**src/rtl/square_iter_nbit.sv**
```systemverilog
// Iterative shift-add squarer: P = A*A, one partial product per clock, signed or unsigned operand.
// Latency: accept edge is edge 0, out_valid rises after edge WIDTH; period WIDTH+2 with out_ready high.
// Backpressure: in_ready only in IDLE; result and out_valid held in DONE until out_ready.
// Ports: clk, rst_n (async active-low); in_valid/in_ready/in_signed/a operand side;
//        out_valid/out_ready/p result side (p is 2*WIDTH, always non-negative); busy in CALC/DONE.
module square_iter_nbit #(
  parameter  int WIDTH = 8,
  localparam int CNT_W = $clog2(WIDTH + 1)
) (
  input  logic               clk,
  input  logic               rst_n,
  input  logic               in_valid,
  output logic               in_ready,
  input  logic               in_signed,
  input  logic [WIDTH-1:0]   a,
  output logic               out_valid,
  input  logic               out_ready,
  output logic [2*WIDTH-1:0] p,
  output logic               busy
);

  typedef enum logic [1:0] {
    S_IDLE = 2'd0,
    S_CALC = 2'd1,
    S_DONE = 2'd2
  } state_t;

  localparam logic [CNT_W-1:0] LAST_CNT = CNT_W'(WIDTH - 1);

  state_t               r_state;
  state_t               w_state_nxt;
  logic [2*WIDTH-1:0]   r_acc;
  logic [2*WIDTH-1:0]   r_mcand;
  logic [WIDTH-1:0]     r_mplier;
  logic [CNT_W-1:0]     r_count;
  logic [2*WIDTH-1:0]   r_p;

  logic                 w_accept;
  logic                 w_last;
  logic [WIDTH-1:0]     w_mag;
  logic [2*WIDTH-1:0]   w_acc_nxt;

  assign w_accept = in_valid && in_ready;
  assign w_last   = (r_count == LAST_CNT);

  // Squaring only needs |a|; the most negative value negates to 2^(WIDTH-1),
  // which is still representable as an unsigned WIDTH-bit magnitude.
  assign w_mag = (in_signed && a[WIDTH-1]) ? (~a + 1'b1) : a;

  // |a| < 2^WIDTH so the running sum never exceeds 2*WIDTH bits.
  assign w_acc_nxt = r_mplier[0] ? (r_acc + r_mcand) : r_acc;

  always_ff @(posedge clk or negedge rst_n) begin
    if (!rst_n) begin
      r_state <= S_IDLE;
    end else begin
      r_state <= w_state_nxt;
    end
  end

  always_comb begin
    w_state_nxt = r_state;
    in_ready    = 1'b0;
    out_valid   = 1'b0;
    busy        = 1'b0;
    case (r_state)
      S_IDLE: begin
        in_ready = 1'b1;
        if (in_valid) w_state_nxt = S_CALC;
      end
      S_CALC: begin
        busy = 1'b1;
        if (w_last) w_state_nxt = S_DONE;
      end
      S_DONE: begin
        out_valid = 1'b1;
        busy      = 1'b1;
        if (out_ready) w_state_nxt = S_IDLE;
      end
      default: w_state_nxt = S_IDLE;
    endcase
  end

  always_ff @(posedge clk or negedge rst_n) begin
    if (!rst_n) begin
      r_acc    <= '0;
      r_mcand  <= '0;
      r_mplier <= '0;
      r_count  <= '0;
      r_p      <= '0;
    end else begin
      case (r_state)
        S_IDLE: begin
          if (w_accept) begin
            r_acc    <= '0;
            r_mcand  <= {{WIDTH{1'b0}}, w_mag};
            r_mplier <= w_mag;
            r_count  <= '0;
          end
        end
        S_CALC: begin
          r_acc    <= w_acc_nxt;
          r_mcand  <= r_mcand << 1;
          r_mplier <= r_mplier >> 1;
          r_count  <= r_count + CNT_W'(1);
          // Fixed latency: no early exit when the multiplier runs out of ones.
          if (w_last) r_p <= w_acc_nxt;
        end
        default: ;
      endcase
    end
  end

  assign p = r_p;

endmodule

```
**config.mk**
```make
export PLATFORM = sky130hd
export DESIGN_NAME = square_iter_nbit
export DESIGN_NICKNAME = d
export VERILOG_FILES = /design/src/rtl/square_iter_nbit.sv
export SDC_FILE = /design/constraint.sdc
export NUM_CORES = 1
export LEC_CHECK = 0
export ABC_AREA = 1
export ABC_CLOCK_PERIOD_IN_PS = 2800
export BUFFER_PORTS_ARGS = -buffer_cell sky130_fd_sc_hd__buf_2
export CAP_MARGIN = 5
export CORE_MARGIN = 3
export CORE_UTILIZATION = 42
export CTS_BUF_LIST = sky130_fd_sc_hd__clkbuf_4
export CTS_CLUSTER_DIAMETER = 80
export DETAILED_ROUTE_END_ITERATION = 10
export PLACE_DENSITY = 0.69
export SYNTH_ARGS = -nofsm -noshare
export SYNTH_HDL_FRONTEND = slang
export SYNTH_SLANG_ARGS = --single-unit
```
**constraint.sdc**
```tcl
create_clock -name clk -period 2.8 [get_ports clk]
set_clock_uncertainty 0.2 [all_clocks]
set_input_delay 0.28 -clock clk [delete_from_list [all_inputs] [get_ports clk]]
set_output_delay 0.28 -clock clk [all_outputs]
set_load 0.02 [all_outputs]
```
==> summary.txt <==
Outcome
  – Status: complete, no violations

Synthesis
  – Cell Area, Synth: 0.003791 mm²
  – Post-synth cell types: 38
  – FF+latch count, synth: 62
  – Gate Count Post-Synth: 507
  – Seq/Total Area, Yosys: between 40 and 50%
  – Avg Cell Area, Syn: between 7 and 8 µm²
  – Warnings from Yosys: 0
  – Syn nets: between 500 and 600

Global route
  – Vias in the first global route: slightly above 3k
  – Global route total overflow: 0
  – Initial antenna violation count: 0
  – Largest net degree at the start of global routing: 33
  – First-pass GRT wire length: 14.21 mm
  – GRT Total Usage: 17.42%

STA
  – Max-slew violation count: 0
  – Setup violators final: 0
  – Relative slew slack: ~37%
  – Period utilization: between 70% and 80%
  – Crit path time final: about 2200 ps
  – RSZ-0062 raised after global routing: no
  – F_max: around 450 MHz
  – Final Hold Violating Endpoints: 0
  – Worst slew pin tran: approximately 950 ps
  – Setup TNS: 0 ps

Floorplan
  – Std cell rows: 34
  – Die footprint: around 0.01 mm²
  – I/O Pins: 32
  – DIE HEIGHT: 101.0 µm
  – Initial core utilization: 43.26%
  – Die Span X: about 100 µm
  – Core ar.: slightly below 0.009 mm²

Critical path
  – Startpoint types: flip-flop
  – CP max FO: 32
  – Critical setup path kind: flip-flop to flip-flop
  – Critical path required time: slightly below 3000 ps
  – Cell mode on critical path: inv_2
  – Cells along the critical path: inv_1 > ha_1 > inv_2 > nor2_4 > nor2_8 > inv_4 > nand2_4 > inv_2 > a21oi_1 > a21oi_2
  – Worst Setup End Kind: flip-flop
  – Data arrival, critical path: between 2000 and 2500 ps
  – CP max-delay cell: dfrtp_1
  – Delay of the slowest critical-path stage: 420 ps

Finish
  – Commonest cells after routing, fill and taps aside: nand2_1, inv_1, dfrtp_1, nand3_1, a21oi_1
  – Diode count: 0
  – Final std cells w/o fill: about 650
  – Commonest non-fill, non-tap cell in the layout: nand2_1
  – Layout Nets: ~580
  – Area Growth Syn to Fin: 9.637%
  – Layout cells sized above 1: about an eighth

Clock network
  – Worst-Skew Late Latency: 400 ps
  – Postcts setup bufs: 0
  – CTS Buf Count: 9
  – CTS resizes: 0
  – CTS Root Cell: clkbuf_4
  – TritonCTS clock tree: done
  – CTS Hold Bufs: 3
  – Sink Count: 62
  – Reg clk slew, reported paths: 110 ps
  – H-tree depth: 3
  – CTS max path bufs: 2

Detailed routing
  – DR WL/cell: 12.42 µm
  – Drc violations: 0
  – Initial DRT Pass Iterations: 5
  – Post-DRT Antenna Nets: 0
  – Total vias in the final route: 3,244
  – Via/cell ratio: ~5
  – Final wirelength: between 8 and 9 mm
  – Drt initial violations: between 100 and 150

Power
  – Max VDD drop: about 0.63 mV
  – P_leak: 2.223 nW
  – P per Cell Area: between 1000 and 1500 mW/mm²

Place
  – GPL Wtd Cong: a little over 0.9
  – PortBufs: 31
  – HPWL after DPL: slightly above 6 mm
  – Placed insts: roughly 640

Worst hold path
  – Min-delay worst type: primary input to flip-flop

Job
  – Max-Cap Viols: 0
[cell usage after synthesis]
master	instances	share of area (%)
a21oi_1	35	4.6
a21oi_2	1	0.23
a22oi_1	1	0.20
a31oi_1	1	0.17
and2_4	1	0.23
and3_1	1	0.17
buf_1	1	0.099
buf_2	2	0.26
buf_4	2	0.40
buf_6	6	1.8
clkbuf_1	4	0.40
dfrtp_1	62	41
fa_1	1	0.53
ha_1	20	6.6
inv_1	68	6.7
inv_2	3	0.30
inv_4	1	0.17
inv_6	1	0.23
nand2_1	148	15
nand2_4	1	0.30
nand3_1	45	5.9
nand3b_1	3	0.59
nand4_1	2	0.33
nor2_1	27	2.7
nor2_4	2	0.59
nor2_8	1	0.53
nor3_1	8	1.1
nor3_2	1	0.26
o21ai_0	20	2.6
o21ai_1	11	1.5
o21ai_2	1	0.23
o21bai_1	1	0.20
o221ai_1	1	0.23
o22ai_1	9	1.5
or2_1	2	0.33
or2_2	8	1.3
xnor2_1	3	0.69
xor2_1	2	0.46
[critical path, delay by kind of cell, from the launching register on]
family / cells / cell delay [ps]
compound gates: 2 / 280
fa+ha+maj: 1 / 210
buf+inv: 4 / 730
flops: 1 / 420
simple gates: 3 / 280
[per-layer routing]
| layer | GRT usage (%) | vias up | part of all wire (%) |
|---|---|---|---|
| li1 | - | 1708 | - |
| met1 | 23.27 | 1469 | 48 |
| met2 | 27.49 | 58 | 46 |
| met3 | 3.114 | 9 | 4.8 |
| met4 | 7.975 | 0 | 1.1 |
| met5 | 0 | - | 0 |
[final timing paths]
path | start | end | slack (ps) | depth (start not counted)
max in group asynchronous | rst_n | r_mplier[0] | 1580 | 3
min in group asynchronous | rst_n | p[13] | 140 | 2
hold / removal | a[4] | r_mcand[4] | 40 | 4
setup reg to reg | r_state[1] | r_mcand[2] | 570 | 10
setup / recovery | r_state[1] | r_mcand[2] | 570 | 10
hold reg to reg | p[10] | p[10] | 280 | 2
[final cells by class]
type                       instances  area [µm²]
multi-input combinational        357        1847
inverter                          73       281.5
sequential                        62        1551
tap                              108       135.1
timing repair buffer              38       215.2
fill                             902        4607
clock inverter                     5       51.30
clock buffer                      10       75.07
[flip-flops by register name, summed over array words and instances, names as in the netlist]
name / flops
p: 16
r_acc: 16
r_mcand: 16
r_mplier: 8
r_count: 4
r_state: 2
[stage by stage]
stage               utilization (%)  setup WS, ps  hold WS (ps)  area, µm²  total power [W]
global route                  47.43         381.6         50.81       4156         0.005010
finish                        47.43         573.7         37.11       4156         0.004537
floorplan                         -         857.3        -215.6       3791         0.003473
CTS                           47.43         565.3         16.02       4156         0.004585
global placement              45.65         659.7         51.20       4000         0.003881
detailed placement            45.65         612.2         57.07       4000         0.003969
[kinds of logic after synthesis]
| logic type | after synthesis | share of synthesized area [%] |
|---|---|---|
| buf+inv | 88 | 10.36 |
| flops | 62 | 40.92 |
| fa+ha+maj | 21 | 7.129 |
| compound gates | 81 | 11.45 |
| simple gates | 250 | 28.98 |
| xor+xnor | 5 | 1.155 |
[where the power goes]
group          internal (W)  switching (W)  total, W
Sequential          0.00123       0.000293   0.00152
Combinational      0.000886        0.00154   0.00243
Clock              0.000272       0.000316  0.000588
Total               0.00239        0.00215   0.00454
Note: power is estimated with default switching activity, not from simulation.
